File: config.mk
export PLATFORM = sky130hd
export DESIGN_NAME = limbus_sys_cpu_oci_dct_packer
export DESIGN_NICKNAME = d
export VERILOG_FILES = /design/src/rtl/limbus_sys_cpu_oci_dct_packer.sv
export SDC_FILE = /design/constraint.sdc
export NUM_CORES = 1
export LEC_CHECK = 0
export BUFFER_PORTS_ARGS = -buffer_cell sky130_fd_sc_hd__buf_2
export CORE_UTILIZATION = 45
export CTS_BUF_LIST = sky130_fd_sc_hd__clkbuf_16
export CTS_CLUSTER_DIAMETER = 200
export DETAILED_ROUTE_END_ITERATION = 10
export PLACE_DENSITY = 0.68
export SYNTH_ARGS = -nofsm -noshare
export SYNTH_HDL_FRONTEND = slang
export SYNTH_SLANG_ARGS = --single-unit
File: constraint.sdc
create_clock -name clk -period 5.9 [get_ports clk]
set_input_delay 0.295 -clock clk [delete_from_list [all_inputs] [get_ports clk]]
set_output_delay 0.295 -clock clk [all_outputs]
set_load 0.01 [all_outputs]
File: src/rtl/limbus_sys_cpu_oci_dct_packer.sv
// limbus_sys_cpu_oci_dct_packer
//
// Packs 2-bit direct-branch trace codes into a 30-bit buffer, LSB-first with
// the newest code in bits [1:0]. The buffer is emitted as a 34-bit packet
// {count, buffer} when it fills, on a flush request, or when tracing stops.
//
// Ports
//   clk        : clock, all state changes on the rising edge
//   reset_n    : asynchronous active-low reset
//   trc_on     : trace enable; codes are accepted only while high
//   dct_valid  : a code is present on dct_code this cycle
//   dct_code   : 2-bit direct-branch code
//   flush      : single-cycle request to emit a partial buffer
//   ovf_clr    : clears the sticky overflow flag
//   pkt_ready  : downstream accepts pkt_data this cycle
//   dct_buffer : live packed codes
//   dct_count  : number of valid codes in dct_buffer
//   pkt_valid  : pkt_data holds an unconsumed packet
//   pkt_data   : packet {count[3:0], buffer[29:0]}
//   overflow   : sticky, at least one code was dropped
//   fsm_state  : packer state (0 IDLE, 1 COLLECT, 2 PEND)
//
// Handshake: a packet transfers on any edge where pkt_valid and pkt_ready are
// both high. While pkt_valid is high and pkt_ready is low, pkt_data is held
// stable; pkt_valid never drops without a transfer.
module limbus_sys_cpu_oci_dct_packer #(
    parameter int FULL_COUNT = 15
) (
    input  logic        clk,
    input  logic        reset_n,
    input  logic        trc_on,
    input  logic        dct_valid,
    input  logic [1:0]  dct_code,
    input  logic        flush,
    input  logic        ovf_clr,
    input  logic        pkt_ready,
    output logic [29:0] dct_buffer,
    output logic [3:0]  dct_count,
    output logic        pkt_valid,
    output logic [33:0] pkt_data,
    output logic        overflow,
    output logic [1:0]  fsm_state
);

    typedef enum logic [1:0] {
        IDLE    = 2'd0,
        COLLECT = 2'd1,
        PEND    = 2'd2
    } state_t;

    localparam logic [3:0] FULL = 4'(FULL_COUNT);

    state_t      state, state_n;
    logic [29:0] buffer_n;
    logic [3:0]  count_n;
    logic        pkt_valid_n;
    logic [33:0] pkt_data_n;
    logic        overflow_n;
    logic        flush_pend, flush_pend_n;
    logic        trc_prev;

    logic has_data, full, trc_fall, accept, emit_req, slot_free, drop;

    assign has_data  = (dct_count != 4'd0);
    assign full      = (dct_count == FULL);
    assign trc_fall  = trc_prev & ~trc_on;
    assign accept    = trc_on & dct_valid;
    assign emit_req  = full | (has_data & (flush_pend | flush | trc_fall));
    assign slot_free = ~pkt_valid | pkt_ready;
    assign fsm_state = state;

    always_comb begin
        buffer_n     = dct_buffer;
        count_n      = dct_count;
        pkt_valid_n  = pkt_valid;
        pkt_data_n   = pkt_data;
        flush_pend_n = flush_pend;
        overflow_n   = overflow;
        drop         = 1'b0;
        state_n      = state;

        if (pkt_valid && pkt_ready) begin
            pkt_valid_n = 1'b0;
        end

        if (emit_req && slot_free) begin
            pkt_data_n   = {dct_count, dct_buffer};
            pkt_valid_n  = 1'b1;
            flush_pend_n = 1'b0;
            // A code on the emitting edge seeds the fresh buffer.
            if (accept) begin
                buffer_n = {28'b0, dct_code};
                count_n  = 4'd1;
            end else begin
                buffer_n = 30'b0;
                count_n  = 4'd0;
            end
        end else begin
            // Remember a flush/stop that could not be honoured yet; the
            // buffer keeps collecting until it is full.
            if (emit_req && (flush || trc_fall)) begin
                flush_pend_n = 1'b1;
            end
            if (accept) begin
                if (!full) begin
                    buffer_n = {dct_buffer[27:0], dct_code};
                    count_n  = dct_count + 4'd1;
                end else begin
                    drop = 1'b1;
                end
            end
        end

        // Set wins over clear.
        if (drop) begin
            overflow_n = 1'b1;
        end else if (ovf_clr) begin
            overflow_n = 1'b0;
        end

        // PEND: an emission is owed but the output slot is still occupied.
        if (count_n == 4'd0) begin
            state_n = IDLE;
        end else if ((count_n == FULL || flush_pend_n) && pkt_valid_n) begin
            state_n = PEND;
        end else begin
            state_n = COLLECT;
        end
    end

    always_ff @(posedge clk or negedge reset_n) begin
        if (!reset_n) begin
            state      <= IDLE;
            dct_buffer <= 30'b0;
            dct_count  <= 4'd0;
            pkt_valid  <= 1'b0;
            pkt_data   <= 34'b0;
            overflow   <= 1'b0;
            flush_pend <= 1'b0;
            trc_prev   <= 1'b0;
        end else begin
            state      <= state_n;
            dct_buffer <= buffer_n;
            dct_count  <= count_n;
            pkt_valid  <= pkt_valid_n;
            pkt_data   <= pkt_data_n;
            overflow   <= overflow_n;
            flush_pend <= flush_pend_n;
            trc_prev   <= trc_on;
        end
    end

endmodule

==> results of run 1 <==
## critical path, delay by kind of cell (launching register included)
family	cells	cell delay, ns
DFF	1	0.52
and+or+nand+nor	3	1.13
buffers and inverters	1	0.53
muxes	1	0.34
adders and majority gates	1	0.38
## registers in the layout (all words and copies together), names as in the netlist
signal	flops
overflow	1
pkt_data	34
trc_prev	1
fsm_state	2
dct_buffer	30
pkt_valid	1
flush_pend	1
dct_count	4
## per-stage QoR
step	cell area, µm²	utilization
2_1_floorplan	3410	-
3_3_place_gp	3790	0.520
3_5_place_dp	3790	0.520
4_1_cts	4070	0.558
5_1_grt	4070	0.558
6_report	4070	0.558
## where the power goes
group / switching [mW] / internal (mW)
sequential: 0.0591 / 0.572
combinational: 0.304 / 0.239
clock: 0.190 / 0.318
total: 0.553 / 1.13
## cells by family (layout without fill, tap and decap cells)
group / after synthesis / after routing / share of synthesized area
muxes: 35 / 35 / 0.152
buffers and inverters: 22 / 100 / 0.0506
DFF: 74 / 74 / 0.542
adders and majority gates: 2 / 2 / 0.00733
AOI/OAI and AO/OA: 49 / 49 / 0.131
and+or+nand+nor: 84 / 84 / 0.117
## per-layer routing
metal | GRT usage | vias up
met3 | 0.0351 | 9
met4 | 0.0750 | 0
met1 | 0.244 | 1087
met2 | 0.266 | 52
li1 | - | 1055
met5 | 0 | -
## synthesized netlist by cell type (2+ instances only)
cell type,count,share of area
nand3_1,3,0.0044
mux2_4,34,0.15
buf_6,5,0.016
nor2b_1,2,0.0037
buf_4,2,0.0044
and2_1,2,0.0037
buf_8,2,0.0088
a31oi_1,2,0.0037
ha_1,2,0.0073
dfrtp_1,74,0.54
inv_1,4,0.0044
buf_2,5,0.0073
nor2_1,5,0.0055
nor3_1,2,0.0029
a21oi_2,29,0.074
nand2_1,60,0.066
a32oi_1,2,0.0051
a21oi_1,2,0.0029
clkbuf_1,3,0.0033
a22o_1,2,0.0051
## worst min-delay path by stage
stage                 start                         to  cells after the start
detailed placement   trc_on         trc_prev$_DFF_PN0_                      1
global route         trc_on         trc_prev$_DFF_PN0_                      1
global placement     trc_on         trc_prev$_DFF_PN0_                      1
CTS                  trc_on         trc_prev$_DFF_PN0_                      1
finish              reset_n    pkt_data[0]$_DFFE_PN0P_                      1
floorplan           reset_n  dct_buffer[0]$_DFFE_PN0P_                      0
## area by class of cell
class	count	area share
flip-flops and latches	74	0.455
well taps	99	0.0305
multi-input cells	170	0.342
clock inverters	6	0.0126
inverters	4	0.00369
repair buffers	81	0.101
clock buffers	9	0.0554
==> flow_summary.toml, run 1 <==
[setup_path]
r2r-start = "dct_count[0]$_DFF_PN0_"
worstSetupEndpoint = "pkt_data[11]$_DFFE_PN0P_"
critPathMaxFanout = 43
r2r_cells = 6
path_cells = "ha_1 -> nand3_2 -> and3_4 -> nor2_8 -> buf_4 -> mux2_4"
crit_path_start = "dct_count[0]$_DFF_PN0_"
start_kind = "register"
end_kind = "register"
critPathMaxStageDelay_ns = 0.70
crit_type = "reg -> reg"
regToRegSetupSlack_ns = 2.86
crit_slowest_cell = "nor2_8"
r2r_end = "pkt_data[11]$_DFFE_PN0P_"
cp.arrival_ns = 3.25
crit_required_ns = 6.11

[global_route]
overflow = 0
grt_usage = 0.175
grt_antenna_before_repair = 0
grt_pass1_wl_um = 10600
grt_max_degree = 75
first_global_vias = 2173

[sta]
hold_slack_ns = 0.0915
tightest_slew_ns = 0.950
grt_setup_unrepaired = "no"
fin_crit_ns = 3.04
max_clock_freq_mhz = 329
hold_viol = 0
slew_viol_final = 0
finalSetupViolCount = 0
worst_slack_ns = 2.86
slew_headroom = 0.366
skew_ns = 0.00548
tns_ns = 0
period_share = 0.515

[cts]
postCtsHoldBufs = 0
cts-root-buf = "clkbuf_16"
cts_resized = 0
htree_levels = 3
cts_tree = "yes"
cts.clk_slew.worst_paths_ns = 0.05
clock_latency_ns = 0.33
post_cts_buffers = 0
cts_inserted_buffers = 9
cts_buffer_depth = 2
cts.sinks = 74

[run_status]
status = "finished clean"

[synth]
synth_area_um2 = 3410
ys_ff_latch = 74
synth_nets = 277
ys.flop_type = "dfrtp_1"
synthArstFlopShare = 1.00
synth-seq-area-share = 0.542
synth_warnings = 0
syn_inst = 266
synth_edf_count = 0
ys_types = 44
syn_avg_cell_area_um2 = 12.8

[min_path]
hold_class = "in -> async"

[placement]
io_buffer_count = 80
pre_cts_ws_ns = 2.84
place_hpwl_um = 4190
dp_cells = 428
gp_congestion = 0.781

[routing]
routed-wl-met3_um = 268
first_pass_iters = 4
route.detailed.drc = 0
wirelength_um = 6430
top_layer = "met4"
ant_nets = 0
wl_met2_um = 2980
dr.first_iter.drc_count = 150
via_count = 2203
vias_per_cell = 4.97
wl_met1_um = 3080
post_drt_wl_per_cell_um = 14.5

[floorplanning]
coreArea_um2 = 7290
chipWidth_um = 89.1
initial_core_util = 0.468
pin_count = 81
rows = 31
die_y_um = 89.1
dieArea_um2 = 7940

[power]
p_per_area_nw_per_um2 = 414
p_total_mw = 1.68
peakVddDrop_v = 0.000216
leakage_nw = 2.04

[finish]
syn_to_final_growth_pct = 19.1
antenna_cells = 0
drive_gt1_frac = 0.485
final_common_cell = "buf_2"
seq_area_um2 = 1850
most-common-layout-cells = "buf_2 (79), dfrtp_1 (74), nand2_1 (60)"
nets = 351
fill_cells = 663
layout.cells.non_filler = 443
multi_input_area_um2 = 1390

[job]
cap_viol_max_count = 0
Note: power is estimated with default switching activity, not from simulation.
==> inputs of run 2 (changes only) <==
--- a/config.mk
+++ b/config.mk
@@ -10,7 +10,7 @@
 export CTS_BUF_LIST = sky130_fd_sc_hd__clkbuf_16
 export CTS_CLUSTER_DIAMETER = 200
 export DETAILED_ROUTE_END_ITERATION = 10
-export PLACE_DENSITY = 0.68
+export PLACE_DENSITY = 0.7
 export SYNTH_ARGS = -nofsm -noshare
 export SYNTH_HDL_FRONTEND = slang
 export SYNTH_SLANG_ARGS = --single-unit
==> constraint.sdc (replaced) <==
create_clock -name clk -period 2.7 [get_ports clk]
set_input_delay 0.135 -clock clk [delete_from_list [all_inputs] [get_ports clk]]
set_output_delay 0.135 -clock clk [all_outputs]
set_load 0.01 [all_outputs]
==> run 2 against run 1 <==
  * Die area did not move
  * Register-to-register slack got worse by 2.5 ns
  * Total power rose by 130%
  * Flip-flop and latch count did not move
  * Global-route usage rose by 0.68 points
  * Non-clock buffer count rose by 5
  * Combinational power rose by 130%
  * Highest routed layer unchanged
==> flow_summary.toml, run 2 (synthesized netlist as in run 1, its figures left out) <==
[cts]
cts_tree = "yes"
clock_latency_ns = 0.32
cts-root-buf = "clkbuf_16"
cts_resized = 0
cts.sinks = 74
post_cts_buffers = 0
htree_levels = 3
cts_buffer_depth = 2
cts_inserted_buffers = 9
cts.clk_slew.worst_paths_ns = 0.06

[power]
p_total_mw = 3.86
p_per_area_nw_per_um2 = 927
peakVddDrop_v = 0.000610
leakage_nw = 2.07

[floorplanning]
dieArea_um2 = 7940
rows = 31
pin_count = 81
coreArea_um2 = 7290
chipWidth_um = 89.1
initial_core_util = 0.468
die_y_um = 89.1

[routing]
route.detailed.drc = 0
ant_nets = 0
wl_met2_um = 3110
top_layer = "met4"
first_pass_iters = 4
wl_met1_um = 3260
dr.first_iter.drc_count = 100
post_drt_wl_per_cell_um = 15.0
routed-wl-met3_um = 292
vias_per_cell = 5.17
wirelength_um = 6760
via_count = 2320

[finish]
drive_gt1_frac = 0.486
largest_register = "pkt_data"
syn_to_final_growth_pct = 21.8
seq_area_um2 = 1850
nets = 356
reg_top3 = "pkt_data (34), dct_buffer (30), dct_count (4)"
utilization = 0.571
final_common_cell = "buf_2"
largest_register_ffs = 34
antenna_cells = 0
multi_input_area_um2 = 1390
most-common-layout-cells = "buf_2 (79), dfrtp_1 (74), nand2_1 (60)"
layout.cells.non_filler = 449
fill_cells = 654

[setup_path]
critPathMaxStageDelay_ns = 0.53
crit_slowest_cell = "dfrtp_1"
r2r_cells = 6
cp.arrival_ns = 2.53
critPathMaxFanout = 60
path_cells = "ha_1 -> nand3_2 -> and3_4 -> nor2_8 -> buf_12 -> mux2_4"
path_depth = 6
end_kind = "register"
critPathTopFamily = "flip-flops"
crit_buf_inv = 1
crit_required_ns = 2.90
start_kind = "register"
crit_type = "reg -> reg"

[sta]
hold_slack_ns = 0.0308
grt_setup_unrepaired = "no"
period_share = 0.861
skew_ns = 0.00695
fin_crit_ns = 2.32
slew_headroom = 0.383
slew_viol_final = 0
hold_viol = 0
tns_ns = 0
tightest_slew_ns = 0.926
finalSetupViolCount = 0
max_clock_freq_mhz = 430

[placement]
place_hpwl_um = 4190
io_buffer_count = 80
dp_cells = 430
gp_congestion = 0.840

[min_path]
holdPathStages = 2
hold_class = "in -> reg"

[global_route]
first_global_vias = 2213
grt_usage = 0.182
grt_antenna_before_repair = 0
grt_max_degree = 75
grt_pass1_wl_um = 10900
overflow = 0

[job]
cap_viol_max_count = 0

[run_status]
status = "finished clean"
run 2: cell types whose count changed in the layout (fill, tap and decap cells not counted):
| cell | change |
|---|---|
| dlygate4sd3_1 | +3 |
| clkinv_2 | -2 |
| clkinvlp_4 | +2 |
| buf_12 | +1 |
| buf_4 | +1 |
| bufinv_16 | +1 |
run 2: final timing paths:
check,startpoint,end,slack (ns)
min in group asynchronous,reset_n,pkt_data[2]$_DFFE_PN0P_,0.46
min,dct_code[1],dct_buffer[1]$_DFFE_PN0P_,0.03
max,dct_count[0]$_DFF_PN0_,pkt_data[14]$_DFFE_PN0P_,0.38
max in group asynchronous,reset_n,dct_buffer[9]$_DFFE_PN0P_,1.60
min reg2reg,pkt_data[14]$_DFFE_PN0P_,pkt_data[14]$_DFFE_PN0P_,0.50
max reg2reg,dct_count[0]$_DFF_PN0_,pkt_data[14]$_DFFE_PN0P_,0.38
run 2: repair_timing:
action	CTS	global route
setup endpoints to repair	0	0
endpoints found under the hold margin	59	0
hold buffers	3	0
run 2: per-layer routing:
metal / global-route usage / vias to the layer above
met5: 0 / -
met1: 0.251 / 1169
li1: - / 1072
met3: 0.0342 / 9
met4: 0.0750 / 0
met2: 0.282 / 70
run 2: layout make-up:
cell class	instances	area share
inverter	4	0.00361
sequential	74	0.445
tap	99	0.0298
clock inverter	7	0.0208
timing repair buffer	86	0.112
clock buffer	9	0.0541
multi-input combinational	170	0.334
run 2: power breakdown:
group	total [mW]	internal, mW	switching, mW
registers	1.38	1.25	0.128
clock network	1.24	0.799	0.445
logic	1.23	0.556	0.678
total	3.86	2.60	1.25
run 2: per-stage QoR:
step                      area, µm²  worst slack (ns)
after global placement         3820             0.522
after global routing           4160             0.293
after floorplan                3410             0.631
final                          4160             0.376
after detailed placement       3820             0.430
after CTS                      4160             0.410
